## config.mk

```make
export PLATFORM = sky130hd
export DESIGN_NAME = axi_err_responder
export DESIGN_NICKNAME = d
export VERILOG_FILES = /design/src/rtl/axi_err_responder.sv
export SDC_FILE = /design/constraint.sdc
export NUM_CORES = 1
export LEC_CHECK = 0
export ABC_AREA = 1
export CAP_MARGIN = 20
export CORE_AREA = 2 2 119 121
export DETAILED_ROUTE_END_ITERATION = 12
export DIE_AREA = 0 0 121 123
export PLACE_DENSITY = 0.91
export SLEW_MARGIN = 40
export SYNTH_ARGS = -nofsm -noshare
export SYNTH_HDL_FRONTEND = slang
export SYNTH_SLANG_ARGS = --single-unit
```

## constraint.sdc

```tcl
create_clock -name clk_i -period 5.2 [get_ports clk_i]
set_input_delay 1.3 -clock clk_i [delete_from_list [all_inputs] [get_ports clk_i]]
set_output_delay 1.3 -clock clk_i [all_outputs]
set_load 0.05 [all_outputs]
```

## src/rtl/axi_err_responder.sv

```systemverilog
// axi_err_responder: terminating AXI4 subordinate for unmapped address space.
// Accepts every AW/W/AR transaction and completes it with a fixed error
// response. Responses honour ID, burst length and last signalling.
//
// Ports:
//   clk_i      - clock, rising edge
//   rst_ni     - asynchronous active-low reset
//   slv_req_i  - AXI request struct from the manager
//   slv_resp_o - AXI response struct to the manager
//   busy_o     - high while any transaction is buffered or in progress

package axi_err_responder_pkg;
    localparam int unsigned IdWidth   = 4;
    localparam int unsigned AddrWidth = 32;
    localparam int unsigned DataWidth = 64;
    localparam int unsigned UserWidth = 1;

    typedef struct packed {
        logic [IdWidth-1:0]   id;
        logic [AddrWidth-1:0] addr;
        logic [7:0]           len;
        logic [2:0]           size;
        logic [1:0]           burst;
        logic                 lock;
        logic [3:0]           cache;
        logic [2:0]           prot;
        logic [3:0]           qos;
        logic [3:0]           region;
        logic [5:0]           atop;
        logic [UserWidth-1:0] user;
    } aw_chan_t;

    typedef struct packed {
        logic [DataWidth-1:0]   data;
        logic [DataWidth/8-1:0] strb;
        logic                   last;
        logic [UserWidth-1:0]   user;
    } w_chan_t;

    typedef struct packed {
        logic [IdWidth-1:0]   id;
        logic [1:0]           resp;
        logic [UserWidth-1:0] user;
    } b_chan_t;

    typedef struct packed {
        logic [IdWidth-1:0]   id;
        logic [AddrWidth-1:0] addr;
        logic [7:0]           len;
        logic [2:0]           size;
        logic [1:0]           burst;
        logic                 lock;
        logic [3:0]           cache;
        logic [2:0]           prot;
        logic [3:0]           qos;
        logic [3:0]           region;
        logic [UserWidth-1:0] user;
    } ar_chan_t;

    typedef struct packed {
        logic [IdWidth-1:0]   id;
        logic [DataWidth-1:0] data;
        logic [1:0]           resp;
        logic                 last;
        logic [UserWidth-1:0] user;
    } r_chan_t;

    typedef struct packed {
        aw_chan_t aw;
        logic     aw_valid;
        w_chan_t  w;
        logic     w_valid;
        logic     b_ready;
        ar_chan_t ar;
        logic     ar_valid;
        logic     r_ready;
    } axi_req_t;

    typedef struct packed {
        logic    aw_ready;
        logic    ar_ready;
        logic    w_ready;
        logic    b_valid;
        b_chan_t b;
        logic    r_valid;
        r_chan_t r;
    } axi_resp_t;
endpackage

// Request FIFO without fall-through; full/empty derive from the registered
// count so a pop never frees a slot for a push in the same cycle.
module axi_err_responder_fifo #(
    parameter int unsigned Width = 1,
    parameter int unsigned Depth = 4
) (
    input  logic             clk_i,
    input  logic             rst_ni,
    input  logic             push_i,
    input  logic [Width-1:0] data_i,
    input  logic             pop_i,
    output logic [Width-1:0] data_o,
    output logic             full_o,
    output logic             empty_o
);
    localparam int unsigned PtrWidth = (Depth > 1) ? $clog2(Depth) : 1;
    localparam int unsigned CntWidth = $clog2(Depth + 1);
    localparam logic [PtrWidth-1:0] LastPtr = PtrWidth'(Depth - 1);

    logic [Width-1:0]    mem_q [Depth];
    logic [PtrWidth-1:0] wr_ptr_q, rd_ptr_q;
    logic [CntWidth-1:0] cnt_q;
    logic                do_push, do_pop;

    assign full_o  = (cnt_q == CntWidth'(Depth));
    assign empty_o = (cnt_q == '0);
    assign do_push = push_i & ~full_o;
    assign do_pop  = pop_i & ~empty_o;
    assign data_o  = mem_q[rd_ptr_q];

    always_ff @(posedge clk_i or negedge rst_ni) begin
        if (!rst_ni) begin
            wr_ptr_q <= '0;
            rd_ptr_q <= '0;
            cnt_q    <= '0;
        end else begin
            if (do_push) wr_ptr_q <= (wr_ptr_q == LastPtr) ? '0 : wr_ptr_q + PtrWidth'(1);
            if (do_pop)  rd_ptr_q <= (rd_ptr_q == LastPtr) ? '0 : rd_ptr_q + PtrWidth'(1);
            if (do_push && !do_pop)      cnt_q <= cnt_q + CntWidth'(1);
            else if (!do_push && do_pop) cnt_q <= cnt_q - CntWidth'(1);
        end
    end

    always_ff @(posedge clk_i) begin
        if (do_push) mem_q[wr_ptr_q] <= data_i;
    end
endmodule

// state   | meaning
// W_IDLE  | no write in progress, waiting for a buffered AW
// W_DATA  | sinking W beats until w.last
// W_RESP  | presenting the error B response
// R_IDLE  | no read in progress, waiting for a buffered AR
// R_SEND  | streaming len+1 error R beats
module axi_err_responder #(
    parameter logic [1:0]  Resp     = 2'b11,
    parameter logic [63:0] RespData = 64'hCA11_AB1E_BAD_CAB1E,
    parameter int unsigned MaxTrans = 4,
    parameter type aw_chan_t  = axi_err_responder_pkg::aw_chan_t,
    parameter type w_chan_t   = axi_err_responder_pkg::w_chan_t,
    parameter type b_chan_t   = axi_err_responder_pkg::b_chan_t,
    parameter type ar_chan_t  = axi_err_responder_pkg::ar_chan_t,
    parameter type r_chan_t   = axi_err_responder_pkg::r_chan_t,
    parameter type axi_req_t  = axi_err_responder_pkg::axi_req_t,
    parameter type axi_resp_t = axi_err_responder_pkg::axi_resp_t
) (
    input  logic      clk_i,
    input  logic      rst_ni,
    input  axi_req_t  slv_req_i,
    output axi_resp_t slv_resp_o,
    output logic      busy_o
);
    localparam int unsigned AwIdWidth = $bits(slv_req_i.aw.id);
    localparam int unsigned ArIdWidth = $bits(slv_req_i.ar.id);
    localparam int unsigned LenWidth  = $bits(slv_req_i.ar.len);
    localparam int unsigned DataWidth = $bits(slv_resp_o.r.data);

    typedef enum logic [1:0] {W_IDLE = 2'd0, W_DATA = 2'd1, W_RESP = 2'd2} w_state_e;
    typedef enum logic       {R_IDLE = 1'b0, R_SEND = 1'b1} r_state_e;

    w_state_e w_state_q, w_state_d;
    r_state_e r_state_q, r_state_d;

    logic                          out_en_q;
    logic                          aw_full, aw_empty, aw_push, aw_pop;
    logic [AwIdWidth-1:0]          aw_head_id;
    logic                          ar_full, ar_empty, ar_push, ar_pop;
    logic [ArIdWidth+LenWidth-1:0] ar_head;
    logic [AwIdWidth-1:0]          b_id_q;
    logic [ArIdWidth-1:0]          r_id_q;
    logic [LenWidth-1:0]           r_len_q, beat_cnt_q;
    logic                          w_last_hs, b_hs, r_hs, r_last;
    logic                          unused_req;

    // Most request fields (addresses, sizes, write data) are irrelevant here.
    assign unused_req = ^slv_req_i;

    // Readies stay low while in reset and for the first clock after release.
    always_ff @(posedge clk_i or negedge rst_ni) begin
        if (!rst_ni) out_en_q <= 1'b0;
        else         out_en_q <= 1'b1;
    end

    assign aw_push   = out_en_q & slv_req_i.aw_valid & ~aw_full;
    assign w_last_hs = (w_state_q == W_DATA) & slv_req_i.w_valid & slv_req_i.w.last;
    assign aw_pop    = w_last_hs;
    assign b_hs      = (w_state_q == W_RESP) & slv_req_i.b_ready;
    assign ar_push   = out_en_q & slv_req_i.ar_valid & ~ar_full;
    assign ar_pop    = (r_state_q == R_IDLE) & ~ar_empty;
    assign r_last    = (beat_cnt_q == r_len_q);
    assign r_hs      = (r_state_q == R_SEND) & slv_req_i.r_ready;

    axi_err_responder_fifo #(.Width(AwIdWidth), .Depth(MaxTrans)) u_aw_fifo (
        .clk_i   (clk_i),
        .rst_ni  (rst_ni),
        .push_i  (aw_push),
        .data_i  (slv_req_i.aw.id),
        .pop_i   (aw_pop),
        .data_o  (aw_head_id),
        .full_o  (aw_full),
        .empty_o (aw_empty)
    );

    axi_err_responder_fifo #(.Width(ArIdWidth + LenWidth), .Depth(MaxTrans)) u_ar_fifo (
        .clk_i   (clk_i),
        .rst_ni  (rst_ni),
        .push_i  (ar_push),
        .data_i  ({slv_req_i.ar.id, slv_req_i.ar.len}),
        .pop_i   (ar_pop),
        .data_o  (ar_head),
        .full_o  (ar_full),
        .empty_o (ar_empty)
    );

    always_ff @(posedge clk_i or negedge rst_ni) begin
        if (!rst_ni) begin
            w_state_q <= W_IDLE;
            r_state_q <= R_IDLE;
        end else begin
            w_state_q <= w_state_d;
            r_state_q <= r_state_d;
        end
    end

    always_comb begin
        w_state_d = w_state_q;
        unique case (w_state_q)
            W_IDLE:  if (!aw_empty) w_state_d = W_DATA;
            W_DATA:  if (w_last_hs) w_state_d = W_RESP;
            // FIFO count already reflects the pop done on w.last.
            W_RESP:  if (b_hs) w_state_d = aw_empty ? W_IDLE : W_DATA;
            default: w_state_d = W_IDLE;
        endcase
    end

    always_comb begin
        r_state_d = r_state_q;
        unique case (r_state_q)
            R_IDLE:  if (!ar_empty) r_state_d = R_SEND;
            R_SEND:  if (r_hs && r_last) r_state_d = R_IDLE;
            default: r_state_d = R_IDLE;
        endcase
    end

    always_ff @(posedge clk_i or negedge rst_ni) begin
        if (!rst_ni) begin
            b_id_q     <= '0;
            r_id_q     <= '0;
            r_len_q    <= '0;
            beat_cnt_q <= '0;
        end else begin
            if (aw_pop) b_id_q <= aw_head_id;
            if (ar_pop) begin
                r_id_q     <= ar_head[ArIdWidth+LenWidth-1:LenWidth];
                r_len_q    <= ar_head[LenWidth-1:0];
                beat_cnt_q <= '0;
            end else if (r_hs && !r_last) begin
                beat_cnt_q <= beat_cnt_q + LenWidth'(1);
            end
        end
    end

    always_comb begin
        slv_resp_o          = '0;
        slv_resp_o.aw_ready = out_en_q & ~aw_full;
        slv_resp_o.ar_ready = out_en_q & ~ar_full;
        slv_resp_o.w_ready  = (w_state_q == W_DATA);
        slv_resp_o.b_valid  = (w_state_q == W_RESP);
        slv_resp_o.b.id     = b_id_q;
        slv_resp_o.b.resp   = Resp;
        slv_resp_o.r_valid  = (r_state_q == R_SEND);
        slv_resp_o.r.id     = r_id_q;
        slv_resp_o.r.data   = DataWidth'(RespData);
        slv_resp_o.r.resp   = Resp;
        slv_resp_o.r.last   = (r_state_q == R_SEND) & r_last;
    end

    assign busy_o = ~aw_empty | ~ar_empty | (w_state_q != W_IDLE) | (r_state_q != R_IDLE);
endmodule
```

==> results list, run 1 <==
- The flow ran to the end, and the final reports show no timing, DRC or antenna violations.
- Number of enable flip-flop cells after synthesis: 64
- Number of remaining DRC errors: 0
- The number of antenna diodes in the final layout is 0.
- From bottom edge to top edge, the die measures 123 um.
- Total length of routed wires: 10.18 mm
- Entering global routing, the biggest net connects 43 pins.
* Vias: 3376
- Cells after synthesis: 492
* Distinct cell type count after synthesis: 35
- Register clock-pin slew on the reported worst setup and hold paths: 70 ps
- For this run, the post-layout net count is 763.
- In this run the remaining antenna-violating nets after routing total 0.
- Clock tree synthesis found a total of 106 sinks.
* Sum of net half-perimeters after detailed placement: 6.305 mm
- In the global route stage, overall resource usage came out at 14.36%.
- The internal power of the cells totals 1.804 mW.
- Final Critical Period: 3738 ps
- Final count of hold timing violations: 0
- Of all nets on the critical path, the largest fanout is 11.
- Summed over all layers, the global routing overflow is 0.
* Initial detailed-routing violation count: 226
* Crit path launch type: register
- Pin placement for this block handled 304 I/O pins.
* Number of gates resized after cts: 0
- Wire length of the first global-routing pass: 16.35 mm
- At the end of routability-driven placement, the weighted congestion stood at 0.7878.
* Proportion of power drawn by the clock network: 25.6%
* Cell type with the largest total area after synthesis: edfxtp_1
* Switching portion of total power: 38.72%
- Num CTS Buffers: 9
- Timing analysis after detailed placement gives a worst setup slack of 1788 ps.
- The H-tree generated during clock tree synthesis spans 3 levels.
- Floorplan die area: 0.01488 mm^2
* Effective utilization at floorplan: 37.72%
- Dividing the final minimum period by the clock period gives 71.88%.
* Share of flip-flops with an asynchronous set or reset after synthesis: 39.62%
- Worst setup EP type: primary output
- Setup slack on the worst flop-to-flop path: 2960 ps
- Static timing analysis puts the maximum clock frequency at 267.5 MHz.
* Net switching power figure: 1.140 mW
- The tree is rooted in a clkbuf_16.
- Initial antenna violation count: 0
- A synthesized cell averages 10.44 um^2.
- The design draws 2.943 mW.
* Transition time at the pin with the least slew margin: 757.8 ps
* Final setup violation count: 0
- Post-CTS timing repair inserted 0 buffers for setup.
* Hold buffer count at cts: 0
- Of the total power, combinational logic draws 32.2%.
* Setup TNS: 0 ps
- By count the netlist is led by 95 x nor2_1, 72 x buf_4, 64 x edfxtp_1, 42 x dfrtp_1.
* Leakage Power: 2.332 nW
- In the post-synthesis netlist, the cell with the most instances is nor2_1.
- Fill cells in the final layout number 1218.
* Power Density: 512.2 mW/mm^2
- The core region is 0.01361 mm^2.
- For this run, the register share of the synthesized area comes to 57.89%.
- VDD IR-drop max: 0.3825 mV
- Sequential group share of total power: 42.3%
* Clock Skew: 11.29 ps
- Number of synthesis warnings: 0
* CTS tree: built
- Signal arrival time at the worst endpoint: 2440 ps
- Layout Area Growth over Synthesis: 11.89%
- Setup repair after global routing missed its margin: false
* Top post-synthesis cells by area: edfxtp_1 37%, dfrtp_1 20%, buf_4 11%
- Vias per Instance: 4.728
- Setup Crit Path Kind: register to primary output
* Max-Cap Viols: 0
- The worst path meets setup with 1462 ps of slack.
- The top cell type by area accounts for 37.43% of the synthesized area.
* Fin. max-slew vios: 0
- Cells with a size suffix above 1 make up 8.052% of the layout.
- In this run the worst hold path is classified as register to register.
* Count of buffers from port buffering: 38
- Worst-Skew Late Latency: 350 ps
- Flop and latch count out of synthesis: 106
- For this run, the detailed router's first-pass iteration total came to 5.
- After floorplanning, the core was divided into 43 placement rows.
- Data required time at the worst endpoint: 3900 ps
- The via count of the first global-routing pass is 3231.
* Worst-case headroom to the max-slew limit: 49.42%
- After synthesis the cells add up to 0.005135 mm^2.
- DR WL/cell: 14.26 um
- Among all flip-flop cells after synthesis, the most frequent one is edfxtp_1.
- The floorplan step set the die width to 121 um.
- The clock passes through at most 2 buffers.
## power by group through the flow
stage | Sequential, mW | Clock, mW | Combinational, mW
finish | 1.24 | 0.752 | 0.947
global route | 1.26 | 0.791 | 1.05
CTS | 1.24 | 0.755 | 0.947
detailed placement | 1.25 | 0 | 0.912
global placement | 1.24 | 0 | 0.868
floorplan | 1.26 | 0 | 0.684
## worst max-delay path, stage by stage (launching register included)
cell             delay, ps
dfrtp_1                440
xnor2_1                200
nand2_1                 80
nor2_1                 160
nand2_2                180
nor2_1                 180
clkdlybuf4s50_1        830
## kinds of logic (layout without fill, tap and decap cells)
group	Yosys count	count (layout)	share of synthesized area, %
DFF	106	106	57.89
other	2	71	0.1463
xor gates and xnor gates	12	12	2.047
muxes	2	2	0.4386
and+or+nand+nor	169	169	13.84
AOI/OAI and AO/OA	65	65	6.920
adders and majority gates	15	15	3.947
buffers and inverters	121	94	14.77
## cell usage in the layout (no fill, tap or decap), types with 2 or more instances in the layout
master / synthesis / routed
a21oi_1: 2 / 2
a31oi_1: 13 / 13
buf_4: 72 / 2
bufinv_16: 0 / 2
clkbuf_16: 0 / 9
clkdlybuf4s50_1: 0 / 37
conb_1: 2 / 71
dfrtp_1: 42 / 41
edfxtp_1: 64 / 64
fa_1: 2 / 2
ha_1: 13 / 13
inv_1: 30 / 30
inv_2: 8 / 8
inv_6: 1 / 4
mux2_2: 2 / 2
nand2_1: 38 / 38
nand2_2: 3 / 3
nand3_1: 17 / 17
nand4_1: 3 / 3
nor2_1: 95 / 92
nor2_2: 2 / 5
nor3_1: 5 / 5
o21ai_0: 38 / 38
o21ai_1: 7 / 7
o22ai_1: 3 / 3
xnor2_1: 7 / 7
xor2_1: 5 / 5
## final timing paths
check                                        endpoint               start  cells past startpoint
worst min register to register           w_state_q[0]        w_state_q[0]                      1
worst max-delay path                    slv_resp_o[1]       beat_cnt_q[0]                      6
worst min-delay path                     w_state_q[0]        w_state_q[0]                      1
max in group asynchronous       u_ar_fifo.rd_ptr_q[0]              rst_ni                      1
min in group asynchronous                   b_id_q[3]              rst_ni                      1
worst max register to register     u_aw_fifo.cnt_q[2]  u_aw_fifo.cnt_q[0]                      9
## area by class of cell
class                      instances  area [um^2]  share of cell area [%]
sequential                       106         2974                   51.76
clock buffer                       9        225.2                   3.920
clock inverter                     7        113.9                   1.982
multi-input combinational        334         1670                   29.07
timing repair buffer              39        385.4                   6.707
inverter                          39        151.4                   2.635
tap                              180        225.2                   3.920
## registers in the layout, indices dropped and copies added, names as in the netlist
signal              cells
u_ar_fifo.rd_ptr_q      2
u_ar_fifo.cnt_q         3
w_state_q               2
r_state_q               1
u_aw_fifo.rd_ptr_q      2
u_aw_fifo.wr_ptr_q      2
beat_cnt_q              8
u_ar_fifo.mem_q        48
r_id_q                  4
u_ar_fifo.wr_ptr_q      2
u_aw_fifo.cnt_q         3
u_aw_fifo.mem_q        16
out_en_q                1
r_len_q                 8
b_id_q                  4
## stage by stage
stage               hold WS, ps  util, %  cells  instance area [um^2]
floorplan                 499.5        -    561                  5394
global placement          514.2    39.64    698                  5395
detailed placement        525.1    39.71    698                  5405
CTS                       538.0    42.20    714                  5744
global route              568.7    42.21    714                  5746
finish                    542.6    42.21    714                  5746
## routing by layer
metal	share of wire, %	track usage (%)
met2	48	24.40
met3	8.8	3.413
met1	41	17.92
met5	0	0
met4	2.3	5.233
(Power assumes the default switching activity.)
==> run 2: changes to the inputs <==
--- a/config.mk
+++ b/config.mk
@@ -7,9 +7,9 @@
 export LEC_CHECK = 0
 export ABC_AREA = 1
 export CAP_MARGIN = 20
-export CORE_AREA = 2 2 119 121
+export CORE_MARGIN = 2
+export CORE_UTILIZATION = 38
 export DETAILED_ROUTE_END_ITERATION = 12
-export DIE_AREA = 0 0 121 123
 export PLACE_DENSITY = 0.91
 export SLEW_MARGIN = 40
 export SYNTH_ARGS = -nofsm -noshare
==> constraint.sdc (replaced) <==
create_clock -name clk_i -period 3.8 [get_ports clk_i]
set_input_delay 0.95 -clock clk_i [delete_from_list [all_inputs] [get_ports clk_i]]
set_output_delay 0.95 -clock clk_i [all_outputs]
set_load 0.05 [all_outputs]
==> results list, run 2 (synthesis gave the netlist of run 1 again) <==
- STA classifies the critical path endpoint as a primary output.
- Most common cell after layout, fill and taps aside: nor2_1
* Family with the most delay on the worst path: buffers and inverters
- Clock sinks: 106 (unchanged)
* DR WL/cell: 13.58 um (-4.8%)
* Buffers from clock root to sink, at most: 2 (unchanged)
* Antenna diode count: 0 (unchanged)
- Hold buffer count at cts: 0 (unchanged)
* Vias: 3295 (-2.4%)
* Signal arrival time at the worst endpoint: 2440 ps (about the same)
- Critical Path Most Common Cell: nor2_1
* Floorplan die area: 0.01446 mm^2 (-2.8%)
- Worst path buffer plus inverter count: 1 (unchanged)
- Vias per Instance: 4.621 (-2.3%)
- Die Wd: 120.2 um (-0.62%)
- Leakage Power: 2.322 nW (-0.43%)
* Worst Path Max Fanout: 11 (unchanged)
* Count of buffers from port buffering: 38 (unchanged)
- The wire length reported by the detailed router came to 9.680 mm (-4.9%).
* VDD IR-drop max: 0.5166 mV (+35%)
- Largest registers ranked by flip-flop count: u_ar_fifo.mem_q (48), u_aw_fifo.mem_q (16)
- Most frequent cells in the layout: 95 x nor2_1, 71 x conb_1, 64 x edfxtp_1
* Cell count after placement: 697 (-0.14%)
- The number of optimization iterations in the first detailed-route pass is 5 (unchanged).
* Sum of net half-perimeters after detailed placement: 6.493 mm (+3.0%)
- Wire length of the first global-routing pass: 15.32 mm (-6.3%)
* Effective utilization at floorplan: 38.78% (+1.1 points)
- Final hold slack: 543.4 ps (+0.8400 ps)
- The setup-violating endpoint count in the final report came to 0 (unchanged).
* Number of standard-cell rows in the floorplan: 42 (-2.3%)
* Clock Skew: 11.43 ps (+0.1386 ps)
- Level count of the clock H-tree: 3 (unchanged)
* Setup repair after global routing missed its margin: false
- Biggest register: u_ar_fifo.mem_q
- Critical path's slowest cell: clkdlybuf4s50_1
- The height of the chip was 120.2 um (-2.2%).
- Worst-case headroom to the max-slew limit: 60.87% (+11 points)
- Worst-Skew Late Latency: 350 ps (about the same)
- Initial detailed-routing violation count: 262 (+16%)
- List of cells traversed by the critical path: xnor2_1 > nand2_1 > nor2_1 > nand2_2 > nor2_1 > clkdlybuf4s50_1
- The non-filler instance count after layout is 713 (-0.14%).
- Counting I/O delays and the setup requirement, the final critical path takes 3392 ps.
- Data required time at the worst endpoint: 2850 ps (-1050 ps)
* Power Density: 675.5 mW/mm^2 (+32%)
- Num CTS Buffers: 9 (unchanged)
- Multi-input combinational cell area: 0.001663 mm^2 (-0.45%)
* Setup TNS: 0 ps (unchanged)
- Clk root buf: clkbuf_16
- The stage delay of the slowest cell on the critical path is 840 ps (about the same).
* Launching point of the worst reg2reg path: w_state_q[0]
- The I/O pin count was 304 (unchanged).
- Register Area: 0.002974 mm^2 (unchanged)
- Fill cell count: 1188 (-2.5%)
- Number of nets at the end of the flow: 766 (+0.39%)
- The initial antenna violation count came to 0 (unchanged).
- Type of the worst min-delay path: register to register
- The number of slew-limit violations in the final report is 0 (unchanged).
- The number of post-CTS setup repair buffers is 0 (unchanged).
- Final count of hold timing violations: 0 (unchanged)
- The startpoint identified for the worst hold timing path is u_aw_fifo.mem_q[1][2].
- CTS tree: built
* Final weighted congestion in routability-driven placement: 0.7573 (-3.9%)
* Register clock-pin slew on the reported worst setup and hold paths: 80 ps (about the same)
* Setup Crit Path Kind: register to primary output
* Overall track demand over capacity in global routing: 13.77% (-0.60 points)
* Via count of the first global-routing pass: 3183 (-1.5%)
- The ratio of cells with drive above 1 in the final layout came to 8.007% (-0.045 points).
- Transition time at the pin with the least slew margin: 585.2 ps (-172.7 ps)
- Max-Cap Viols: 0 (unchanged)
- F_max: 294.8 MHz
* Floorplan core area: 0.01324 mm^2 (-2.7%)
- The critical path starts at beat_cnt_q[6].
- The number of routed nets with antenna violations was 0 (unchanged).
* Crit path launch type: register
- The maximum number of pins on one net before global-route repair was 43 (unchanged).
- Number of gates resized after cts: 0 (unchanged)
- The run finished with clean final reports.
- Final period utilization: 89.26%
- The detailed-route DRC error count is 0 (unchanged).
* Flip-flop count of the largest register, all copies and words added: 48 (unchanged)
- Remaining global-route overflow: 0 (unchanged)
* Overall power after layout: 3.859 mW (+31%)
* Layout Area Growth over Synthesis: 11.26%
run 2: layout make-up:
type | count | share of cell area [%]
Clock buffer | 9 | 3.942
Timing Repair Buffer | 42 | 7.140
Clock inverter | 7 | 1.248
Tap cell | 176 | 3.855
Sequential cell | 106 | 52.06
Inverter | 39 | 2.650
Multi-Input combinational cell | 334 | 29.11
run 2: worst register-to-register path: stages (launching register included):
cell and delay [ps]:
dfrtp_1 410, inv_2 60, nor2_2 220, nand3_2 150
nor2_2 240, inv_1 80, ha_1 190, inv_1 90
fa_1 430, mux2_2 280
run 2: final timing paths:
path | slack, ps | depth (start not counted) | to
worst max-delay path | 410 | 6 | slv_resp_o[1]
worst min-delay path | 540 | 2 | b_id_q[2]
worst max register to register | 1520 | 9 | u_aw_fifo.cnt_q[1]
worst min register to register | 540 | 2 | b_id_q[2]
max in group asynchronous | 2790 | 1 | u_ar_fifo.rd_ptr_q[0]
min in group asynchronous | 580 | 1 | b_id_q[2]
run 2: metrics by stage:
step	area, um^2	setup WS, ps	util, %
after global placement	5413	818.1	40.87
after detailed placement	5415	734.9	40.89
after CTS	5712	407.1	43.13
after global routing	5713	204.9	43.14
after floorplan	5394	1269	-
final	5713	408.2	43.14
run 2: routing by layer:
layer  vias up  wire length, um  GRT usage [%]
li1       1564                -              -
met1      1559             3879          16.95
met2       149             4800          23.33
met3        23              751          2.547
met4         0              248          6.759
met5         -                0              0
run 2: where the power goes:
| group | internal [mW] | total [mW] | switching [mW] |
|---|---|---|---|
| Clock | 0.462 | 0.902 | 0.440 |
| Combinational | 0.414 | 1.26 | 0.844 |
| Sequential | 1.46 | 1.70 | 0.239 |
==> run 3: changes to the inputs <==
--- a/config.mk
+++ b/config.mk
@@ -8,10 +8,12 @@
 export ABC_AREA = 1
 export CAP_MARGIN = 20
 export CORE_MARGIN = 2
-export CORE_UTILIZATION = 38
+export CORE_UTILIZATION = 39
 export DETAILED_ROUTE_END_ITERATION = 12
 export PLACE_DENSITY = 0.91
+export RECOVER_POWER = 25
 export SLEW_MARGIN = 40
 export SYNTH_ARGS = -nofsm -noshare
 export SYNTH_HDL_FRONTEND = slang
+export SYNTH_HIERARCHICAL = 1
 export SYNTH_SLANG_ARGS = --single-unit
==> results list, run 3 <==
* Clk root buf: clkbuf_16
- Critical path's slowest cell: clkdlybuf4s50_1
- The arrival time reported for the critical path endpoint is 2330 ps (-110 ps).
- The stage delay of the slowest cell on the critical path came to 830 ps (about the same).
- The final net count came to 832 (+8.6%).
- The post-synthesis instance total is 560 (+14%).
- The setup slack on the worst flop-to-flop path is 1440 ps (-80 ps).
- Launching point of the worst reg2reg path: u_ar_fifo/cnt_q[0]
* Worst setup EP type: primary output
- The average wire per cell in the routed design is 12.30 um (-9.4%).
- Setup repair after global routing missed its margin: false
- The worst setup skew after layout came to 6.981 ps (-4.451 ps).
- Total length of routed wires: 9.628 mm (-0.54%)
* Worst path buffer plus inverter count: 1 (unchanged)
- Antenna diode count: 0 (unchanged)
- Primary FF master, synth: edfxtp_1
- The share of the core filled with cells in the final layout was 43.33% (+0.19 points).
- Counting instances in the post-synthesis netlist gives the leading cell types as 150 x nand2_1, 77 x inv_1, 74 x buf_4, 64 x edfxtp_1, 42 x dfrtp_1.
- Setup Crit Path Kind: register to primary output
* Num CTS Buffers: 9 (unchanged)
- First-pass detailed-route iteration total: 4 (-1)
- Leakage Power: 2.808 nW (+21%)
- The switching share of total power is 40.32% (+0.87 points).
- The leftover overflow at the end of global routing came to 0 (unchanged).
- The number of hold violations in the final report came to 0 (unchanged).
- Data required time at the worst endpoint: 2850 ps (about the same)
- Sum of net half-perimeters after detailed placement: 6.625 mm (+2.0%)
- The maximum clock frequency is 304.9 MHz (+3.4%).
- The highest metal layer carrying signal wires in the routed design is met4.
- Die Y-Extent: 122.4 um (+1.8%)
- Sequential share of the synthesized area: 54.42% (-3.5 points)
* Effective utilization at floorplan: 39.66% (+0.89 points)
- Final period utilization: 86.31% (-3.0 points)
- Final setup violation count: 0 (unchanged)
* Largest registers ranked by flip-flop count: u_ar_fifo/mem_q (48), u_aw_fifo/mem_q (16)
* Layout Area Growth over Synthesis: 9.253%
- Average cell area after synthesis: 9.755 um^2 (-6.5%)
- The detailed route wirelength on metal3 was 473 um (-37%).
* Most common cell after layout, fill and taps aside: nand2_1
- The number of post-CTS setup repair buffers was 0 (unchanged).
- Proportion of power drawn by the clock network: 21.9% (-1.5 points)
- The most common cell in the synthesized netlist is nand2_1.
* Power Density: 674.0 mW/mm^2 (-0.21%)
* Initial detailed-routing violation count: 248 (-5.3%)
- Worst-case headroom to the max-slew limit: -52.79% (-110 points)
- The number of vias per cell came to 4.416 (-4.4%).
- Number of cells on the worst hold path: 2 (unchanged)
* Final hold slack: 488.3 ps (-55.13 ps)
- The detailed-route DRC error count is 0 (unchanged).
- The ratio of cells with drive above 1 in the final layout came to 6.468% (-1.5 points).
* Maximum number of pins on one net before global-route repair: 43 (unchanged)
* Fill cell count: 1249 (+5.1%)
- Clock sinks: 106 (unchanged)
- Cell Count, Final, Fillers Out: 783 (+9.8%)
- Register clock-pin slew on the reported worst setup and hold paths: 70 ps (about the same)
* Buffers from clock root to sink, at most: 2 (unchanged)
* Distinct cell type count after synthesis: 30 (-14%)
- The total placed cells including tap cells came to 767 (+10%).
* Net switching power figure: 1.622 mW (+6.5%)
* Number of gates resized after cts: 0 (unchanged)
* Hold buffer count at cts: 0 (unchanged)
- In the layout the commonest cells are 150 x nand2_1, 77 x inv_1, 71 x conb_1.
- The min-delay analysis places its worst path in the category register to register.
* Total standard cell area after synthesis: 0.005463 mm^2 (+6.4%)
- Run status: finished with violations
- The later-pin clock latency in the skew report is 350 ps (about the same).
- The area share of the largest cell type after synthesis came to 35.18% (-2.2 points).
* Failing checks: capacitance limit, slew limit
* Number of enable flip-flop cells after synthesis: 64 (unchanged)
* Combinational share of power: 34.5% (+1.9 points)
- Vias: 3458 (+4.9%)
- STA classifies the critical path startpoint as a register.
- Wire length of the first global-routing pass: 15.59 mm (+1.8%)
- The horizontal die dimension came to 122.4 um (+1.8%).
- List of cells traversed by the critical path: nand2_1 > nand2_1 > nand2_1 > nor2_1 > nand2_2 > nor2_1 > clkdlybuf4s50_1
- Flop and latch count out of synthesis: 106 (unchanged)
* Flip-flop count of the largest register, all copies and words added: 48 (unchanged)
- Critical Path Most Common Cell: nand2_1
* End point of the most critical hold path: b_id_q[1]
* Share of flip-flops with an asynchronous set or reset after synthesis: 39.62% (unchanged)
* Remaining antenna violation count after routing: 0 (unchanged)
- The count of cells along the worst register-to-register path is 13 (+4).
- Setup TNS: 0 ps (unchanged)
- Final Critical Period: 3280 ps (-112.2 ps)
* Final weighted congestion in routability-driven placement: 0.8284 (+9.4%)
- Initial antenna violation count: 0 (unchanged)
- Top post-synthesis cells by area: edfxtp_1 35%, dfrtp_1 19%, nand2_1 10%
* Count of buffers from port buffering: 38 (unchanged)
* Total internal power: 2.401 mW (+2.7%)
- Level count of the clock H-tree: 3 (unchanged)
- The wire length on met2 is 5.117 mm (+6.6%).
- Cell type with the largest total area after synthesis: edfxtp_1
- The total routing usage reported by global routing was 13.46% (-0.31 points).
* Family with the most delay on the worst path: buffers and inverters
- Transition time at the pin with the least slew margin: 2292 ps (+1707 ps)
- TritonCTS built the clock tree.
- u_ar_fifo/mem_q holds more flip-flops than any other register.
- The worst supply voltage drop on vdd was 0.3652 mV (-29%).
* Via count of the first global-routing pass: 3268 (+2.7%)
- The number of max-cap violations came to 1 (+1).
* Sequential group share of total power: 43.5% (-0.5 points)
* Worst Min Path Start: b_id_q[1]
* WL met1: 3.837 mm (-1.1%)
* Number of synthesis warnings: 6 (+6)
- The worst register-to-register path ends at u_ar_fifo/cnt_q[2].
- The full die area is 0.01497 mm^2 (+3.5%).
- Fin. max-slew vios: 43 (+43)
- The number of cell rows came to 43 (+2.4%).
- Worst Path Max Fanout: 11 (unchanged)
- The total power is 4.023 mW (+4.2%).
- Floorplan core area: 0.01377 mm^2 (+4.0%)
- The I/O pin count is 304 (unchanged).
## run 3: changes by cell type in the layout (fill, tap and decap cells not counted), moves of 7 or more
cell | previous run | this run
nand2_1 | 38 | 150
nor2_1 | 95 | 24
inv_1 | 30 | 77
o21ai_0 | 38 | 5
o211ai_1 | 0 | 30
a31oi_1 | 13 | 0
nand3_1 | 17 | 27
o21ai_1 | 7 | 0
## run 3: cells by family after synthesis
group / Yosys count / share of synthesized area (%)
AND/OR/NAND/NOR: 220 / 16.70
buffers and inverters: 168 / 18.09
flip-flops: 106 / 54.42
AO/OA/AOI/OAI: 39 / 5.337
adder cells (fa/ha/maj): 15 / 3.711
XOR/XNOR: 10 / 1.603
other: 2 / 0.1375
## run 3: worst min-delay path: cells and delay by family (launching register included)
family           cells  cell delay, ps
DFF                  1             340
and+or+nand+nor      2             120
## run 3: power by group through the flow
stage / Clock, mW / Sequential (mW) / Combinational [mW]
3_3_place_gp: 0 / 1.76 / 1.32
2_1_floorplan: 0 / 1.77 / 1.15
3_5_place_dp: 0 / 1.77 / 1.38
5_1_grt: 0.952 / 1.79 / 1.57
4_1_cts: 0.894 / 1.75 / 1.40
6_report: 0.883 / 1.75 / 1.39
## run 3: layout make-up
type                    instances  area [um^2]  share of cell area, %
flip-flops and latches        106         2974                  49.83
well taps                     180        225.2                  3.774
repair buffers                 44        419.2                  7.023
clock inverters                 7        56.30                 0.9434
multi-input cells             355         1760                  29.50
inverters                      82        307.8                  5.157
clock buffers                   9        225.2                  3.774
## run 3: worst max-delay path by stage
stage                              from  cells past startpoint            endpoint  slack, ps
after CTS                 beat_cnt_q[5]                      7       slv_resp_o[1]        480
after global placement    beat_cnt_q[0]                      6       slv_resp_o[1]        850
after detailed placement   slv_req_i[1]                     12  u_ar_fifo/cnt_q[2]        840
after floorplan           beat_cnt_q[5]                      9       slv_resp_o[1]       1250
final                     beat_cnt_q[5]                      7       slv_resp_o[1]        520
after global routing      beat_cnt_q[5]                      7       slv_resp_o[1]        340
## run 3: metrics by stage
step	worst slack, ps	area, um^2
6_report	520.4	5968
5_1_grt	335.7	5968
4_1_cts	476.4	5972
3_5_place_dp	840.0	5690
3_3_place_gp	850.8	5687
2_1_floorplan	1247	5722
## run 3: layer usage
metal	global-route usage, %	vias up
met5	0	-
met4	5.675	0
met3	2.742	18
met2	23.44	94
met1	16.18	1626
li1	-	1720
